[src/rtl/fetch_prefetch_queue.sv]
`default_nettype none
// +--------------------------------------------------------------------------+
// | fetch_prefetch_queue: fetch PC generator, one-outstanding imem handshake |
// | and prefetch FIFO feeding IF/ID, flushed by MEM-stage redirects. Rev 1.0 |
// +--------------------------------------------------------------------------+
module fetch_prefetch_queue #(
  parameter int          DEPTH    = 4,
  parameter logic [31:0] RESET_PC = 32'd116
) (
  input  logic        clk,
  input  logic        rst_n,
  output logic        imem_req,
  output logic [31:0] imem_addr,
  input  logic        imem_ready,
  input  logic        imem_rvalid,
  input  logic [31:0] imem_rdata,
  input  logic        redirect,
  input  logic [31:0] redirect_pc,
  input  logic        deq,
  output logic        out_valid,
  output logic [31:0] out_instr,
  output logic [31:0] out_pcplus4
);

  localparam int            AW   = $clog2(DEPTH);
  localparam int            CW   = AW + 1;
  localparam logic [CW-1:0] FULL = CW'(DEPTH);

  logic [31:0]   r_fetch_pc;
  logic [31:0]   r_lat_addr;
  logic          r_outstanding;
  logic          r_drop;
  logic [CW-1:0] r_count;
  logic [AW-1:0] r_rd_ptr;
  logic [AW-1:0] r_wr_ptr;
  logic [31:0]   r_instr_mem [DEPTH];
  logic [31:0]   r_pcp4_mem  [DEPTH];

  logic          w_accept;
  logic          w_resp;
  logic          w_push;
  logic          w_pop;
  logic          w_outstanding_nxt;
  logic          w_drop_nxt;
  logic [CW-1:0] w_count_nxt;
  logic          w_req_nxt;

  always_comb begin
    w_accept          = imem_req & imem_ready;
    w_resp            = imem_rvalid & r_outstanding;
    w_push            = w_resp & ~r_drop & ~redirect;
    w_pop             = deq & (r_count != '0) & ~redirect;
    w_outstanding_nxt = w_accept | (r_outstanding & ~w_resp);
    // On redirect, whatever is still in flight afterwards must be discarded.
    w_drop_nxt        = redirect ? w_outstanding_nxt : (r_drop & ~w_resp);
    w_count_nxt       = redirect ? '0 : (r_count + CW'(w_push) - CW'(w_pop));
    w_req_nxt         = ~w_outstanding_nxt & (w_count_nxt < FULL);
  end

  always_ff @(posedge clk or negedge rst_n) begin
    if (!rst_n) begin
      r_fetch_pc    <= RESET_PC;
      r_lat_addr    <= '0;
      r_outstanding <= 1'b0;
      r_drop        <= 1'b0;
      r_count       <= '0;
      r_rd_ptr      <= '0;
      r_wr_ptr      <= '0;
      imem_req      <= 1'b0;
      for (int i = 0; i < DEPTH; i++) begin
        r_instr_mem[i] <= '0;
        r_pcp4_mem[i]  <= '0;
      end
    end else begin
      r_outstanding <= w_outstanding_nxt;
      r_drop        <= w_drop_nxt;
      r_count       <= w_count_nxt;
      imem_req      <= w_req_nxt;
      if (w_accept) begin
        r_lat_addr <= r_fetch_pc;
      end
      if (redirect) begin
        r_fetch_pc <= {redirect_pc[31:2], 2'b00};
        r_rd_ptr   <= '0;
        r_wr_ptr   <= '0;
      end else begin
        if (w_accept) begin
          r_fetch_pc <= r_fetch_pc + 32'd4;
        end
        if (w_push) begin
          r_instr_mem[r_wr_ptr] <= imem_rdata;
          r_pcp4_mem[r_wr_ptr]  <= r_lat_addr + 32'd4;
          r_wr_ptr              <= r_wr_ptr + AW'(1);
        end
        if (w_pop) begin
          r_rd_ptr <= r_rd_ptr + AW'(1);
        end
      end
    end
  end

  assign imem_addr   = r_fetch_pc;
  assign out_valid   = (r_count != '0);
  assign out_instr   = out_valid ? r_instr_mem[r_rd_ptr] : '0;
  assign out_pcplus4 = out_valid ? r_pcp4_mem[r_rd_ptr]  : '0;

endmodule
`default_nettype wire

[config.mk]
export PLATFORM = sky130hd
export DESIGN_NAME = fetch_prefetch_queue
export DESIGN_NICKNAME = d
export VERILOG_FILES = /design/src/rtl/fetch_prefetch_queue.sv
export SDC_FILE = /design/constraint.sdc
export NUM_CORES = 1
export LEC_CHECK = 0
export BUFFER_PORTS_ARGS = -buffer_cell sky130_fd_sc_hd__buf_4
export CORE_AREA = 2 2 175 177
export DETAILED_ROUTE_END_ITERATION = 6
export DIE_AREA = 0 0 177 179
export GPL_TIMING_DRIVEN = 0
export PLACE_DENSITY = 0.69
export SLEW_MARGIN = 20
export SYNTH_ARGS = -nofsm -noshare
export SYNTH_HDL_FRONTEND = slang
export SYNTH_SLANG_ARGS = --single-unit
[constraint.sdc]
create_clock -name clk -period 7.2 [get_ports clk]
set_clock_uncertainty 0.1 [all_clocks]
set_input_delay 1.08 -clock clk [delete_from_list [all_inputs] [get_ports clk]]
set_output_delay 1.08 -clock clk [all_outputs]
set_load 0.03 [all_outputs]
==> results.yml, run 1 <==
synthesis:
  syn-cell-area_mm2: 0.0147
  async_flop_share_pct: 100
  yosys_warnings: 0
  ys_seq_area_share_pct: 54.2
  syn_area_per_cell_um2: 12.4
  synth_flop_cell: "dfrtp_1"
  synth-edff-count: 0
  ys_ff_latch: 318
  synthCells: 1186
  ys_types: 37
sta:
  fin_tns_setup_ns: 0
  period_minus_slack_ns: 3.84
  fin_crit_sh_pct: 53.3
  relSlewSlack_pct: 52.5
  finalHoldViolCount: 0
  max_freq_mhz: 261
  final-max-slew-violation-count: 0
  rsz0062_at_grt: "false"
  tightest_slew_ns: 0.713
  setup_viol_count_final: 0
critical_path:
  worst_ep_arrival_time_ns: 2.66
  worst-setup-path-type: "register to output pin"
  end_kind: "output pin"
  required_ns: 6.02
  critPathLaunchType: "register"
  cp_max_fo: 10
floorplanning:
  num_io_pins: 168
  dieArea_mm2: 0.0317
  core_mm2: 0.0300
  start_util_pct: 48.9
  die_w_um: 177
  die_y_um: 179
  rows: 64
clock_tree:
  cts_root_buffer: "clkbuf_16"
  cts.htree.levels: 2
  path_clk_slew_ns: 0.06
  cts_resized: 0
  cts_buffers: 35
  cts_sinks: 318
  clock_latency_ns: 0.51
  clockBufferDepth: 3
  ctsHoldBuffers: 0
  postCtsSetupBuffers: 0
  cts_tree: "yes"
place:
  numPortBuffers: 161
  placed_cells: 1750
  dp_hpwl_um: 23200
  gp_congestion: 0.777
detailed_routing:
  routedWlPerCell_um: 18.5
  postRouteAntennaNets: 0
  first_iter_violations: 501
  first_pass_iters: 5
  vias: 9870
  viasPerCell: 5.45
  drc_errors: 0
  wirelength_um: 33500
power_and_ir_drop:
  p_leak_nw: 8.08
  power_density_mw_per_mm2: 368
  peakVddDrop_mv: 0.161
worst_hold_path:
  hp-class: "input port to async pin"
run:
  max_cap_viol_count: 0
grt:
  grt_pass1_wl_um: 53900
  gr-total-overflow: 0
  antenna_found_initial: 1
  grt_pass1_vias: 10200
  gr-usage-all-layers_pct: 21.6
  grt_max_degree: 87
layout:
  final_common_cell: "dfrtp_1"
  utilization_pct: 58.9
  drive_above_1_share_pct: 33.8
  syn_to_final_growth_pct: 20.4
  final_cell_mix: "dfrtp_1 (314), nand2_1 (174), buf_4 (164)"
  antenna_cells: 0
  final_cells: 1812
  fin_nets: 1470
outcome:
  status: "finished clean"
## report_power, final
group | switching [mW] | internal, mW
Combinational | 1.15 | 1.02
Sequential | 0.310 | 2.22
Clock | 0.699 | 1.11
## final cells by class
| class | count | area, um2 |
|---|---|---|
| clock inverter | 7 | 116 |
| timing repair buffer | 165 | 1330 |
| buffer | 75 | 322 |
| multi-input combinational | 786 | 6370 |
| fill | 2460 | 12300 |
| sequential | 318 | 7960 |
| inverter | 10 | 37.5 |
| tap | 396 | 495 |
| clock buffer | 55 | 1050 |
## stage by stage
stage	power (mW)	setup WS, ns	hold WS (ns)	cell area (um2)
6_report	6.52	3.36	0.360	17700
5_1_grt	6.89	3.24	0.373	17700
4_1_cts	6.58	3.34	0.360	17700
3_5_place_dp	4.75	3.47	0.366	16500
3_3_place_gp	4.69	2.09	0.356	16400
2_1_floorplan	4.00	4.12	0.345	14700
## cell families after synthesis
| group | count (synthesis) | synth area share [%] |
|---|---|---|
| flip-flops | 318 | 54.2 |
| buffers and inverters | 85 | 2.45 |
| other | 1 | 0.0255 |
| AND/OR/NAND/NOR | 337 | 11.7 |
| XOR/XNOR | 62 | 3.70 |
| multiplexers | 225 | 22.0 |
| AO/OA/AOI/OAI | 149 | 5.13 |
| adder cells (fa/ha/maj) | 9 | 0.818 |
## worst max-delay path, cell delays in order, from the launching register on
cell,delay (ns)
dfrtp_1,0.32
clkbuf_1,0.47
clkbuf_1,0.59
mux4_2,0.41
and2_1,0.20
buf_4,0.17
## synthesized netlist by cell type (2+ instances only)
| cell | instances | area, um2 |
|---|---|---|
| nand3_1 | 24 | 120 |
| o21ai_0 | 124 | 621 |
| buf_4 | 4 | 30.0 |
| nand4_4 | 2 | 42.5 |
| mux2_2 | 162 | 1820 |
| mux4_2 | 62 | 1400 |
| dfstp_2 | 4 | 105 |
| dfrtp_1 | 314 | 7860 |
| ha_1 | 8 | 100 |
| and3_1 | 10 | 62.6 |
| nor2_1 | 18 | 67.6 |
| xor2_1 | 47 | 412 |
| clkbuf_1 | 50 | 188 |
| nor4_4 | 3 | 63.8 |
| nor2b_1 | 2 | 12.5 |
| nand4_1 | 22 | 138 |
| o21ai_2 | 2 | 17.5 |
| nor4_1 | 2 | 12.5 |
| o21ai_1 | 22 | 110 |
| nand2_1 | 174 | 653 |
| buf_2 | 20 | 100 |
| xnor2_1 | 15 | 131 |
| and4_1 | 7 | 61.3 |
| inv_1 | 10 | 37.5 |
| and2_1 | 66 | 413 |
## state kept, by name (all words and copies together), names as in the netlist, 2 cells and up
signal / cells
r_pcp4_mem: 120
r_wr_ptr: 2
r_lat_addr: 30
r_count: 3
imem_addr: 30
r_instr_mem: 128
r_rd_ptr: 2
## per-layer routing
metal | GRT usage (%) | wire length (um)
met1 | 29.7 | 15100
met2 | 36.2 | 15900
met3 | 3.50 | 1850
met4 | 5.30 | 620
met5 | 0 | 13
## path summary, 6_finish.rpt
| kind | start | to | slack (ns) | depth (start not counted) |
|---|---|---|---|---|
| worst max-delay path | r_rd_ptr[1] | out_instr[27] | 3.36 | 5 |
| worst min register to register | r_pcp4_mem[17] | r_pcp4_mem[17] | 0.37 | 2 |
| worst max register to register | r_count[1] | imem_req | 4.30 | 11 |
| worst min-delay path | rst_n | r_instr_mem[120] | 0.36 | 1 |
| min in group clk | r_pcp4_mem[17] | r_pcp4_mem[17] | 0.37 | 2 |
| max in group asynchronous | rst_n | r_pcp4_mem[59] | 5.33 | 4 |
Power figures use the tool's default switching activity.
==> run 2: changes to the inputs <==
--- a/config.mk
+++ b/config.mk
@@ -5,10 +5,11 @@
 export SDC_FILE = /design/constraint.sdc
 export NUM_CORES = 1
 export LEC_CHECK = 0
+export ABC_AREA = 1
 export BUFFER_PORTS_ARGS = -buffer_cell sky130_fd_sc_hd__buf_4
-export CORE_AREA = 2 2 175 177
+export CORE_AREA = 2 2 183 185
 export DETAILED_ROUTE_END_ITERATION = 6
-export DIE_AREA = 0 0 177 179
+export DIE_AREA = 0 0 185 187
 export GPL_TIMING_DRIVEN = 0
 export PLACE_DENSITY = 0.69
 export SLEW_MARGIN = 20
==> constraint.sdc (replaced) <==
create_clock -name clk -period 3.6 [get_ports clk]
set_clock_uncertainty 0.1 [all_clocks]
set_input_delay 0.54 -clock clk [delete_from_list [all_inputs] [get_ports clk]]
set_output_delay 0.54 -clock clk [all_outputs]
set_load 0.03 [all_outputs]
==> run 2 against run 1 <==
  * Sequential cell count unchanged
  * Critical path type unchanged
  * Die area increased by 9.2%
  * Critical endpoint is now out_pcplus4[22]
  * First-iteration DRC count up 130%
  * Largest power group is now combinational logic
==> results.yml, run 2 <==
sta:
  fin_crit_sh_pct: 93.4
  max_freq_mhz: 297
  holdWs_ns: 0.144
  layout_setup_ws_ns: 0.236
  final-max-slew-violation-count: 0
  rsz0062_at_grt: "false"
  relSlewSlack_pct: 46.9
  period_minus_slack_ns: 3.36
  tightest_slew_ns: 0.796
  setup_viol_count_final: 0
  finalHoldViolCount: 0
synthesis:
  syn-cell-area_mm2: 0.0161
  ys_ff_latch: 318
  ys_types: 35
  synth_top_area_share_pct: 48.9
  synthCells: 2151
  yosys_warnings: 0
  yosysMostFrequentCell: "nand2_1"
  synth_flop_cell: "dfrtp_1"
  async_flop_share_pct: 100
  syn_area_per_cell_um2: 7.46
  synth-edff-count: 0
  ys_top_cells_by_area: "dfrtp_1 (49%), nand2_1 (19%), o21ai_0 (8.4%)"
  ys_seq_area_share_pct: 49.6
  synth_commonest_cells: "nand2_1 (819), dfrtp_1 (314), o21ai_0 (269)"
  yosysTopAreaCell: "dfrtp_1"
layout:
  drive_above_1_share_pct: 13.3
  fillers: 3137
  regMostFlops: "r_instr_mem"
  reg_top3: "r_instr_mem (128), r_pcp4_mem (120)"
  final_common_cell: "nand2_1"
  syn_to_final_growth_pct: 18.9
  antenna_cells: 0
  fin_nets: 2436
  register_area_mm2: 0.00796
  final_cell_mix: "nand2_1 (819), dfrtp_1 (314), o21ai_0 (269)"
  largest_reg_flops: 128
  multi_input_area_mm2: 0.00689
  final_cells: 2830
clock_tree:
  clock_latency_ns: 0.52
  cts.htree.levels: 2
  postCtsSetupBuffers: 0
  cts_sinks: 318
  ctsHoldBuffers: 1
  cts_buffers: 37
  clockBufferDepth: 3
  path_clk_slew_ns: 0.06
  cts_tree: "yes"
  cts_resized: 0
  cts_root_buffer: "clkbuf_16"
floorplanning:
  core_mm2: 0.0329
  num_io_pins: 168
  rows: 67
  die_y_um: 187
  die_w_um: 185
  start_util_pct: 48.9
  dieArea_mm2: 0.0346
grt:
  grt_pass1_vias: 14400
  gr-total-overflow: 0
  antenna_found_initial: 0
  grt_pass1_wl_um: 76800
  grt_max_degree: 97
  gr-usage-all-layers_pct: 27.9
critical_path:
  worst_ep_arrival_time_ns: 2.72
  max_stage_delay_ns: 0.50
  cp_max_fo: 10
  end_kind: "output pin"
  critPathMostFrequentCell: "buf_2"
  path_buf_inv: 5
  slowest_stage: "clkbuf_1"
  cp_cell_sequence: "buf_2, inv_2, buf_2, clkbuf_1, o21ai_0, a21oi_1, buf_4"
  path_delay_family: "buffers and inverters"
  required_ns: 2.96
  worst-setup-path-type: "register to output pin"
  critPathLaunchType: "register"
detailed_routing:
  vias: 14900
  routedWlPerCell_um: 16.9
  first_iter_violations: 1177
  viasPerCell: 5.27
  postRouteAntennaNets: 0
  drc_errors: 0
  first_pass_iters: 6
  wirelength_um: 47800
outcome:
  status: "finished clean"
place:
  placed_cells: 2765
  dp_hpwl_um: 33900
  numPortBuffers: 160
  gp_congestion: 0.904
  dp_slack_ns: 0.715
power_and_ir_drop:
  p_leak_nw: 9.74
  peakVddDrop_mv: 0.441
  power_density_mw_per_mm2: 754
  power.total_mw: 14.4
run:
  max_cap_viol_count: 0
worst_hold_path:
  hp-class: "input port to register"
run 2: kinds of logic (layout without fill, tap and decap cells):
| kind of cell | count (synthesis) | count (layout) | synth area share (%) |
|---|---|---|---|
| xor gates and xnor gates | 24 | 24 | 1.66 |
| DFF | 318 | 318 | 49.6 |
| and+or+nand+nor | 1072 | 1072 | 26.8 |
| AOI/OAI and AO/OA | 433 | 433 | 13.6 |
| adders and majority gates | 9 | 9 | 0.748 |
| buffers and inverters | 294 | 522 | 7.57 |
| other | 1 | 4 | 0.0234 |
run 2: worst paths after layout:
| kind | to | slack, ns | from | cells past startpoint |
|---|---|---|---|---|
| worst min-delay path | r_instr_mem[102] | 0.14 | imem_rdata[6] | 3 |
| worst min register to register | r_instr_mem[8] | 0.37 | r_instr_mem[8] | 2 |
| min in group asynchronous | r_instr_mem[23] | 0.52 | rst_n | 2 |
| max in group asynchronous | r_pcp4_mem[53] | 1.57 | rst_n | 4 |
| worst max register to register | imem_req | 0.70 | r_count[1] | 13 |
| worst max-delay path | out_pcplus4[22] | 0.24 | r_rd_ptr[0] | 7 |
run 2: worst min-delay path, stage by stage:
cell and delay [ns]:
buf_4 0.10, nand2_1 0.05, nand2_1 0.04
run 2: where the power goes:
| group | internal (mW) | switching [mW] | total [mW] |
|---|---|---|---|
| Combinational | 1.72 | 3.76 | 5.48 |
| Sequential | 4.58 | 0.716 | 5.29 |
| Clock | 2.16 | 1.46 | 3.61 |
run 2: per-layer routing:
metal  global-route usage, %  vias to the layer above  wire length, um
met2                    45.8                      588            22800
met3                    3.64                       93             3150
li1                        -                     7154                -
met5                       0                        -                0
met1                    38.3                     7086            20400
met4                    9.10                        0             1390
run 2: final cells by class:
type	instances	area share [%]
Clock buffer	56	5.71
Inverter	179	3.52
Multi-Input combinational cell	1542	36.1
Tap cell	448	2.94
Timing Repair Buffer	164	6.82
Sequential cell	318	41.7
Buffer	115	2.84
Clock inverter	8	0.360
run 2: through the flow:
stage          TNS [ns]  utilization, %  instance area, um2
6_report              0            58.1               19100
3_3_place_gp    -326.72            54.3               17800
4_1_cts               0            58.1               19100
2_1_floorplan         0               -               16100
3_5_place_dp          0            54.5               17900
5_1_grt               0            58.1               19100
==> run 3: changes to the inputs <==
--- a/config.mk
+++ b/config.mk
@@ -10,8 +10,9 @@
 export CORE_AREA = 2 2 183 185
 export DETAILED_ROUTE_END_ITERATION = 6
 export DIE_AREA = 0 0 185 187
-export GPL_TIMING_DRIVEN = 0
+export GPL_TIMING_DRIVEN = 1
 export PLACE_DENSITY = 0.69
+export SETUP_SLACK_MARGIN = 0.5
 export SLEW_MARGIN = 20
 export SYNTH_ARGS = -nofsm -noshare
 export SYNTH_HDL_FRONTEND = slang
==> run 3 against run 2 <==
  * Critical path depth fell by 1
  * Power barely moved
  * Register-to-register slack improved by 0.61 ns
  * Final cell count fell by 3.3%
  * Clock power rose by 6.4%
  * Die area did not move
  * Largest cell class unchanged
  * Utilization fell by 0.75 points
  * Wire length fell by 8.5%
  * Worst hold slack improved by 0.0046 ns
  * Worst setup slack improved by 0.39 ns
  * Global-route usage fell by 2.2 points
  * Fmax rose by 13%
  * Highest routed layer unchanged
==> results.yml, run 3 (synthesis results as in run 2) <==
power_and_ir_drop:
  power.total_mw: 14.4
  pwr-share-seq_pct: 36.8
  p_leak_nw: 9.59
  clkPwrFrac_pct: 26.7
  p_int_mw: 8.64
  peakVddDrop_mv: 0.416
  power_density_mw_per_mm2: 764
  pwr-share-comb_pct: 36.5
  switching_share_pct: 40.0
  p_switching_mw: 5.76
floorplanning:
  rows: 67
  die_w_um: 185
  die_y_um: 187
  start_util_pct: 48.9
  core_mm2: 0.0329
  num_io_pins: 168
  dieArea_mm2: 0.0346
place:
  gp_congestion: 0.899
  dp_hpwl_um: 26800
  dp_slack_ns: 0.903
  numPortBuffers: 161
layout:
  final_cell_mix: "nand2_1 (819), dfrtp_1 (312), o21ai_0 (269)"
  drive_above_1_share_pct: 13.2
  final_common_cell: "nand2_1"
  syn_to_final_growth_pct: 17.4
  reg_top3: "r_instr_mem (128), r_pcp4_mem (120)"
  utilization_pct: 57.3
  antenna_cells: 0
  fin_nets: 2340
  regMostFlops: "r_instr_mem"
  largest_reg_flops: 128
  fillers: 3045
detailed_routing:
  first_iter_violations: 1018
  wirelength_um: 43700
  drc_errors: 0
  viasPerCell: 5.22
  vias: 14300
  first_pass_iters: 5
  postRouteAntennaNets: 0
  routedWlPerCell_um: 16.0
sta:
  layout_setup_ws_ns: 0.630
  rsz0062_at_grt: "false"
  tightest_slew_ns: 0.910
  finalHoldViolCount: 0
  max_freq_mhz: 337
  fin_crit_sh_pct: 82.5
  holdWs_ns: 0.148
  final-max-slew-violation-count: 0
  period_minus_slack_ns: 2.97
  setup_viol_count_final: 0
  relSlewSlack_pct: 39.3
  fin_tns_setup_ns: 0
clock_tree:
  path_clk_slew_ns: 0.06
  clockBufferDepth: 3
  cts_tree: "yes"
  cts_sinks: 318
  cts.htree.levels: 2
  cts_root_buffer: "clkbuf_16"
  clock_latency_ns: 0.52
  cts_buffers: 36
grt:
  gr-usage-all-layers_pct: 25.7
  gr-total-overflow: 0
  grt_pass1_wl_um: 71900
  antenna_found_initial: 0
  grt_pass1_vias: 14000
  grt_max_degree: 98
run:
  max_cap_viol_count: 0
critical_path:
  path_delay_family: "buffers and inverters"
  worst-r2r-setup-slack_ns: 1.31
  worst-setup-path-type: "register to output pin"
  critPathLaunchType: "register"
  slowest_stage: "dfrtp_4"
  cp_max_fo: 40
  required_ns: 2.96
  path_buf_inv: 3
  end_kind: "output pin"
  worst_ep_arrival_time_ns: 2.33
  max_stage_delay_ns: 0.54
  cp_cell_sequence: "clkinv_4, buf_4, a21oi_1, o21ai_0, a21oi_1, buf_4"
worst_hold_path:
  hp-class: "input port to register"
outcome:
  status: "finished clean"
[run 3: metal layers]
metal | routed length, um | track usage, %
met1 | 19100 | 34.9
met2 | 21000 | 42.5
met3 | 2310 | 3.13
met4 | 1320 | 9.19
met5 | 0 | 0
[run 3: worst min-delay path, delay by kind of cell]
kind | cells | cell delay, ns
buf+inv | 1 | 0.10
simple gates | 2 | 0.09
[run 3: cell type report]
type,instances,area [um2],area share [%]
Sequential cell,318,7970,42.3
Multi-Input combinational cell,1542,6900,36.6
Timing Repair Buffer,184,1480,7.87
Clock buffer,50,1060,5.65
Inverter,179,677,3.59
Tap cell,448,561,2.97
Clock inverter,15,189,1.00
[run 3: power groups by stage]
stage                     Sequential (mW)  Clock [mW]  Combinational (mW)
final                                5.30        3.84                5.25
after global placement               5.32           0                5.14
after CTS                            5.30        3.91                5.26
after detailed placement             5.35           0                5.22
after global routing                 5.41        4.08                5.82
after floorplan                      5.25           0                3.39
[run 3: final timing paths]
kind	from	to	cells after the start
max reg2reg	r_count[1]	imem_req	13
min in group asynchronous	rst_n	r_instr_mem[29]	2
min reg2reg	r_pcp4_mem[3]	r_pcp4_mem[3]	2
max in group asynchronous	rst_n	r_pcp4_mem[35]	3
max	r_rd_ptr[0]	out_instr[19]	6
min	imem_rdata[5]	r_instr_mem[101]	3
[run 3: repair_timing]
item                                   CTS  global route
resized for setup                        1             1
setup buffers                            0             1
endpoints found under the hold margin   45             0
hold buffers                             1             0
setup endpoints to repair               25            28
[run 3: per-stage QoR]
step           cell area [um2]  std cells
6_report                 18800       2736
5_1_grt                  18800       2736
3_3_place_gp             17600       2669
4_1_cts                  18800       2735
3_5_place_dp             17600       2669
2_1_floorplan            16100       2154
